### src/rtl/mux_pkg.sv
// Shared constants and helpers for the mux_scan_reg channel sampler.
package mux_pkg;

    typedef enum logic {
        MODE_MANUAL = 1'b0,
        MODE_AUTO   = 1'b1
    } mode_e;

    localparam int N_CH_DEFAULT = 8;
    localparam int DW_DEFAULT   = 8;

    function automatic int clog2(input int v);
        int r;
        r = 0;
        for (int i = 0; i < 31; i++) begin
            if ((1 << r) < v) r++;
        end
        return r;
    endfunction

endpackage

### src/rtl/mux_next_ch.sv
// Cyclic priority finder: first enabled channel at or after ptr.
// Only built when MUX_SCAN_MASK_EN is defined.
`ifdef MUX_SCAN_MASK_EN
module mux_next_ch #(
    parameter int N_CH = 8,
    parameter int SELW = 3
) (
    input  logic [SELW-1:0] ptr,
    input  logic [N_CH-1:0] mask,
    output logic [SELW-1:0] next_idx,
    output logic            found
);

    int unsigned j;

    always_comb begin
        found    = 1'b0;
        next_idx = ptr;
        j        = 0;
        for (int unsigned i = 0; i < N_CH; i++) begin
            j = int'(ptr) + i;
            if (j >= N_CH) j = j - N_CH;
            if (!found && mask[j]) begin
                found    = 1'b1;
                next_idx = SELW'(j);
            end
        end
    end

endmodule
`endif

### src/rtl/mux_scan_reg.sv
// Registered N-channel mux with valid/ready output, manual and auto-scan modes.
// Optional channel masking is enabled with MUX_SCAN_MASK_EN.
module mux_scan_reg
    import mux_pkg::*;
#(
    parameter  int N_CH = N_CH_DEFAULT,
    parameter  int DW   = DW_DEFAULT,
    localparam int SELW = clog2(N_CH)
) (
    input  logic             clk,
    input  logic             rst_n,
    input  logic [N_CH*DW-1:0] in_data,
    input  logic             mode,
    input  logic [SELW-1:0]  sel,
    input  logic             sel_vld,
`ifdef MUX_SCAN_MASK_EN
    input  logic [N_CH-1:0]  ch_mask,
`endif
    output logic [DW-1:0]    out_data,
    output logic [SELW-1:0]  out_ch,
    output logic             out_vld,
    input  logic             out_rdy,
    output logic             sel_err
);

    logic [DW-1:0]   data_q, data_d;
    logic [SELW-1:0] ch_q, ch_d;
    logic [SELW-1:0] ptr_q, ptr_d;
    logic            vld_q, vld_d;
    logic            err_q, err_d;
    mode_e           mode_q;

    logic            slot_free;
    logic            scan_hit;
    logic            sel_ok;
    logic            cap_en;
    logic [SELW-1:0] scan_base, scan_idx, cap_idx;

    function automatic logic [SELW-1:0] wrap_inc(input logic [SELW-1:0] p);
        return (int'(p) == N_CH - 1) ? '0 : p + 1'b1;
    endfunction

    assign slot_free = !vld_q || out_rdy;
    // A fresh entry into auto mode restarts the scan at channel 0.
    assign scan_base = (mode_q == MODE_AUTO) ? ptr_q : '0;

`ifdef MUX_SCAN_MASK_EN
    mux_next_ch #(
        .N_CH (N_CH),
        .SELW (SELW)
    ) u_next_ch (
        .ptr      (scan_base),
        .mask     (ch_mask),
        .next_idx (scan_idx),
        .found    (scan_hit)
    );
    assign sel_ok = (int'(sel) < N_CH) && ch_mask[sel];
`else
    assign scan_idx = scan_base;
    assign scan_hit = 1'b1;
    assign sel_ok   = (int'(sel) < N_CH);
`endif

    always_comb begin
        data_d  = data_q;
        ch_d    = ch_q;
        vld_d   = vld_q;
        err_d   = 1'b0;
        ptr_d   = ptr_q;
        cap_en  = 1'b0;
        cap_idx = scan_idx;
        if (mode == MODE_AUTO) begin
            ptr_d = scan_base;
            if (slot_free) begin
                if (scan_hit) begin
                    cap_en = 1'b1;
                    ptr_d  = wrap_inc(scan_idx);
                end else begin
                    vld_d = 1'b0;
                end
            end
        end else if (sel_vld && slot_free) begin
            if (sel_ok) begin
                cap_en  = 1'b1;
                cap_idx = sel;
            end else begin
                err_d = 1'b1;
                vld_d = 1'b0;
            end
        end else if (out_rdy) begin
            vld_d = 1'b0;
        end
        if (cap_en) begin
            data_d = in_data[int'(cap_idx)*DW +: DW];
            ch_d   = cap_idx;
            vld_d  = 1'b1;
        end
    end

    always_ff @(posedge clk or negedge rst_n) begin
        if (!rst_n) begin
            data_q <= '0;
            ch_q   <= '0;
            ptr_q  <= '0;
            vld_q  <= 1'b0;
            err_q  <= 1'b0;
            mode_q <= MODE_MANUAL;
        end else begin
            data_q <= data_d;
            ch_q   <= ch_d;
            ptr_q  <= ptr_d;
            vld_q  <= vld_d;
            err_q  <= err_d;
            mode_q <= mode_e'(mode);
        end
    end

    assign out_data = data_q;
    assign out_ch   = ch_q;
    assign out_vld  = vld_q;
    assign sel_err  = err_q;

endmodule

### config.mk
export PLATFORM = sky130hd
export DESIGN_NAME = mux_scan_reg
export DESIGN_NICKNAME = d
export VERILOG_FILES = /design/src/rtl/mux_pkg.sv /design/src/rtl/mux_next_ch.sv /design/src/rtl/mux_scan_reg.sv
export SDC_FILE = /design/constraint.sdc
export NUM_CORES = 1
export LEC_CHECK = 0
export CORE_MARGIN = 1
export CORE_UTILIZATION = 29
export CTS_BUF_LIST = sky130_fd_sc_hd__clkbuf_4
export DETAILED_ROUTE_END_ITERATION = 6
export MAX_ROUTING_LAYER = met4
export PLACE_DENSITY = 0.62
export SYNTH_ARGS = -nofsm -noshare
export SYNTH_HDL_FRONTEND = slang
export SYNTH_SLANG_ARGS = --single-unit
export TNS_END_PERCENT = 30
### constraint.sdc
create_clock -name clk -period 2.1 [get_ports clk]
set_input_delay 0.21 -clock clk [delete_from_list [all_inputs] [get_ports clk]]
set_output_delay 0.21 -clock clk [all_outputs]
set_load 0.01 [all_outputs]
* Word-level counts from Yosys, hierarchy flattened *
Index checks and enable logic that the tools add are counted.

storage, ports and cells
  word-level logic and storage cells = 27
  register bits = 16
  output and inout bits = 13
  input bits = 72

operators by class
  $add $sub $neg = 1
  shifts and indexed selects = 1
  equality and inequality tests = 3
  reductions and logical operators = 5
  muxes and demuxes = 12

operators by type and width
  cell                   number
  $shiftx A64 B7 Y8      1
  $mux W3                5
  $mux W1                7
  $add A3 B1 Y3 const B  1
  $eq A3 B1 Y1 const B   1
  $reduce_and A3 Y1      1
  $ne A2 B1 Y1 const B   1
  $ne A2 B2 Y1 const B   1
  $reduce_bool A2 Y1     1
  $logic_and A1 B1 Y1    1
  $logic_not A1 Y1       1
  $logic_or A1 B1 Y1     1

* Depth between registers and ports, before layout *
  word-level depth = 7
  depth in mapped cells = 10
  depth with buffers taken out = 7

* Worst setup path before layout *
No wires, ideal clock.

  path kind = reg-to-reg
  start point = register vld_q (netlist: out_vld)
  end point = register data_q[1] (netlist: out_data[1])
  setup slack = 0.338 ns
  stages on the path, launching flop included = 7
  buffers on the path = 1
  data arrival time = 1.623 ns
  clock period less this slack = 1.762 ns
  cells stage by stage = dfrtp_1 nand2b_1 buf_2 a21boi_0 nor2_1 a2111oi_2 o32ai_1

between the ends
  word-level cells in the longest chain between the ends = 6
  elaborated cells on any way between the ends = 9
  classes of those cells = shift (1); mux (5); reduce/logical (3)

ends and longest elaborated chain
  element                   line                 source
  start: declaration        mux_scan_reg.sv:29   logic vld_q, vld_d;
  start signal: assignment  mux_scan_reg.sv:112  vld_q <= vld_d;
  $logic_not A1 Y1 *        mux_scan_reg.sv:43   assign slot_free = !vld_q || out_rdy;
  $logic_or A1 B1 Y1 *      mux_scan_reg.sv:43
  $logic_and A1 B1 Y1       mux_scan_reg.sv:82   end else if (sel_vld && slot_free) begin
  $mux W3                   mux_scan_reg.sv:82
  $mux W3                   mux_scan_reg.sv:72   if (mode == MODE_AUTO) begin
  $shiftx A64 B7 Y8         mux_scan_reg.sv:94   data_d = in_data[int'(cap_idx)*DW +: DW];
  end signal: assignment    mux_scan_reg.sv:109  data_q <= data_d;
  end: declaration          mux_scan_reg.sv:26   logic [DW-1:0] data_q, data_d;

Every way passes the cells marked *; elsewhere a longest branch is shown, timed or not.
A chain may end at the register's enable or synchronous reset.

* Worst setup path after layout *
  start point = input port out_rdy
  end point = register data_q[1] (netlist: out_data[1])

between the ends
  word-level cells in the longest chain between the ends = 5
  elaborated cells on any way between the ends = 8
  classes of those cells = shift (1); mux (5); reduce/logical (2)

ends and longest elaborated chain
  element               line                source
  start: declaration    mux_scan_reg.sv:22  input logic out_rdy,
  $logic_or A1 B1 Y1 *  mux_scan_reg.sv:43
  $logic_and A1 B1 Y1   mux_scan_reg.sv:82
  $mux W3               mux_scan_reg.sv:82
  $mux W3               mux_scan_reg.sv:72
  $shiftx A64 B7 Y8     mux_scan_reg.sv:94

Marks and branches as above.

==> flow_summary.yaml <==
run_status:
  status: "finished, final reports clean"
synth:
  syn-cell-area_um2: 1560
  synth_nets: 258
  synthMuxAreaShare_pct: 0
  synth_ff_type: "dfrtp_1"
  synth_top_family_by_area: "compound AO/OA/AOI/OAI gates"
  yosys.area_share.adder_pct: 0.803
  synth.yosys.seq_area_share_pct: 25.7
  yosys_warnings: 0
  synthArstFlopShare_pct: 100
  ys_ff_latch: 16
  yosysUniqueCellTypes: 40
  synth_compound_area_share_pct: 42.7
  avgSynthCellArea_um2: 8.43
  synthCells: 185
  synthSimpleGateAreaFrac_pct: 22.6
  yosys.area_share.xor_xnor_pct: 0
  synth_edf_count: 0
grt:
  grt_pass1_vias: 1833
  grt_overflow: 0
  antenna_found_initial: 0
  grt_start_max_net_pins: 33
  grt_pass1_wl_um: 8670
  grt_usage_pct: 21.1
place:
  numPortBuffers: 83
  place_area_um2: 2620
  hpwl_um: 4430
  pre_cts_ws_ns: -0.0194
  gp_congestion: 0.915
detailed_routing:
  drc: 0
  vias: 1870
  avgViaCountPerCell: 5.30
  firstDrtPassIters: 4
  avgRoutedWirePerCell_um: 15.7
  drtAntennaViolNets: 0
  first_iter_violations: 64
  drt-total-wl_um: 5560
clocking:
  cts_tree: "yes"
  ctsHoldBuffers: 0
  cts-root-buf: "clkbuf_4"
  cts_buffers: 3
  postCtsSetupBuffers: 0
  ctsResizeCount: 0
  clk_pin_slew_ns: 0.11
  cts_sinks: 16
  clockBufferDepth: 2
  insertion_delay_ns: 0.29
  htree_levels: 1
die:
  fp-row-count: 26
  die_h_um: 75.3
  num_io_pins: 85
  die_area_um2: 5670
  die_w_um: 75.3
  start_util_pct: 30.3
  core_um2: 5140
layout:
  regArea_um2: 400
  finish.instance_area_um2: 2640
  layout.nets: 358
  fillers: 519
  multi_input_area_um2: 1030
  area_growth_syn_to_layout_pct: 69.5
  final_layout_size_suffix_gt1_share_pct: 16.3
  antenna_cells: 0
hold_path:
  holdCritPathClass: "input pin to async pin"
worst_setup_path:
  path_cells: "clkdlybuf4s50_1 > nand2b_1 > buf_4 > a21boi_0 > nor2_1 > buf_4 > a2111oi_2 > o32ai_1"
  slowest_delay_ns: 0.41
  critPathArrivalTime_ns: 1.98
  crit_buf_inv: 3
  path_delay_family: "buffers and inverters"
  cp-end-kind: "flip-flop"
  rr_startpoint: "mode_q$_DFF_PN0_"
  path_max_fanout: 7
  criticalPathCategory: "input pin to flip-flop"
  cp-start-kind: "input pin"
  r2r-end: "out_data[1]$_DFFE_PN0P_"
  rr_worst_depth: 6
  cpMaxStageDelayCell: "clkdlybuf4s50_1"
  cp.required_ns: 2.27
  r2r_slack_ns: 0.30
  cp_common_cell: "buf_4"
flow_run:
  maxCapViolCount: 0
sta:
  period_needed_ns: 1.80
  max_freq_ghz: 0.554
  hold_viol_final: 0
  fin_crit_sh_pct: 85.9
  setup_violations: 0
  rsz0062_at_grt: "false"
  maxSlewViolCount: 0
  final.setup.worst_slack_ns: 0.296
  whs_ns: 0.227
  setup_tns_ns: 0
  fin_worst_skew_ns: 0.00214
pwr:
  p_total_uw: 1220
  peakVddDrop_uv: 176
  power_density_nw_per_um2: 463
  p_leak_uw: 0.00105
-- registers in the layout (all words and copies together), names as in the netlist --
| signal | count |
|---|---|
| mode_q | 1 |
| ptr_q | 3 |
| out_data | 8 |
| out_vld | 1 |
| out_ch | 3 |
-- metal layers --
| metal | track usage (%) | part of all wire [%] |
|---|---|---|
| met1 | 27.0 | 46 |
| met4 | 7.20 | 1.5 |
| met2 | 35.2 | 46 |
| met3 | 1.72 | 5.8 |
| met5 | - | 0 |
-- synth_stat cells, types with 6 or more instances --
master | number | area share (%)
a211oi_1 | 13 | 6.3
a21boi_0 | 15 | 7.2
a21oi_1 | 9 | 2.9
and2_1 | 6 | 2.4
and3_1 | 15 | 6.0
clkbuf_1 | 8 | 1.9
dfrtp_1 | 16 | 26
nand2_1 | 16 | 3.9
nand2b_1 | 9 | 3.6
nand3_1 | 7 | 2.2
o32ai_1 | 11 | 6.2
-- worst max-delay path by stage --
| stage | from | to | slack [ns] | cells after the start |
|---|---|---|---|---|
| final | out_rdy | out_data[1]$_DFFE_PN0P_ | 0.30 | 8 |
| after global routing | mode_q$_DFF_PN0_ | out_data[2]$_DFFE_PN0P_ | 0.16 | 6 |
| after CTS | out_rdy | out_data[1]$_DFFE_PN0P_ | 0.28 | 8 |
| after detailed placement | out_rdy | out_data[6]$_DFFE_PN0P_ | -0.02 | 8 |
| after global placement | mode | out_data[7]$_DFFE_PN0P_ | -0.001 | 7 |
| after floorplan | out_vld$_DFFE_PN0P_ | out_data[1]$_DFFE_PN0P_ | 0.34 | 6 |
-- cell type report --
cell class                 instances  area share (%)
tap                               70            3.31
inverter                           3           0.426
multi-input combinational        149            39.2
timing repair buffer             112            41.1
sequential                        16            15.2
clock buffer                       3           0.852
-- cells in the final DEF (no fill, tap or decap), types with 4 or more instances in the layout --
master           count
clkdlybuf4s50_1     83
buf_4               26
nand2_1             16
dfrtp_1             16
a21boi_0            15
and3_1              15
a211oi_1            13
o32ai_1             11
nand2b_1             9
a21oi_1              9
nand3_1              7
and2_1               6
o21ai_0              5
a2111oi_2            5
a22o_1               5
nor2_1               4
-- power by group --
part	total, uW	internal [uW]	switching [uW]
logic	657	389	268
clock network	177	66.8	110
registers	389	357	31.5
total	1220	813	410
-- kinds of logic (layout without fill, tap and decap cells) --
family / after synthesis / in the layout
buffers and inverters: 20 / 118
and+or+nand+nor: 64 / 64
AOI/OAI and AO/OA: 83 / 83
DFF: 16 / 16
adders and majority gates: 1 / 1
other: 1 / 1
-- worst register-to-register path: stages (launching register included) --
cell       delay, ns
dfrtp_1         0.45
and2_1          0.24
a21boi_0        0.27
nor2_1          0.07
buf_4           0.17
a2111oi_2       0.35
o32ai_1         0.13
-- per-stage QoR --
stage                     util (%)  instances
final                         51.4        353
after global routing          51.4        353
after CTS                     51.4        353
after detailed placement      51.0        350
after global placement        51.0        350
after floorplan                  -        185
Power figures use the tool's default switching activity.
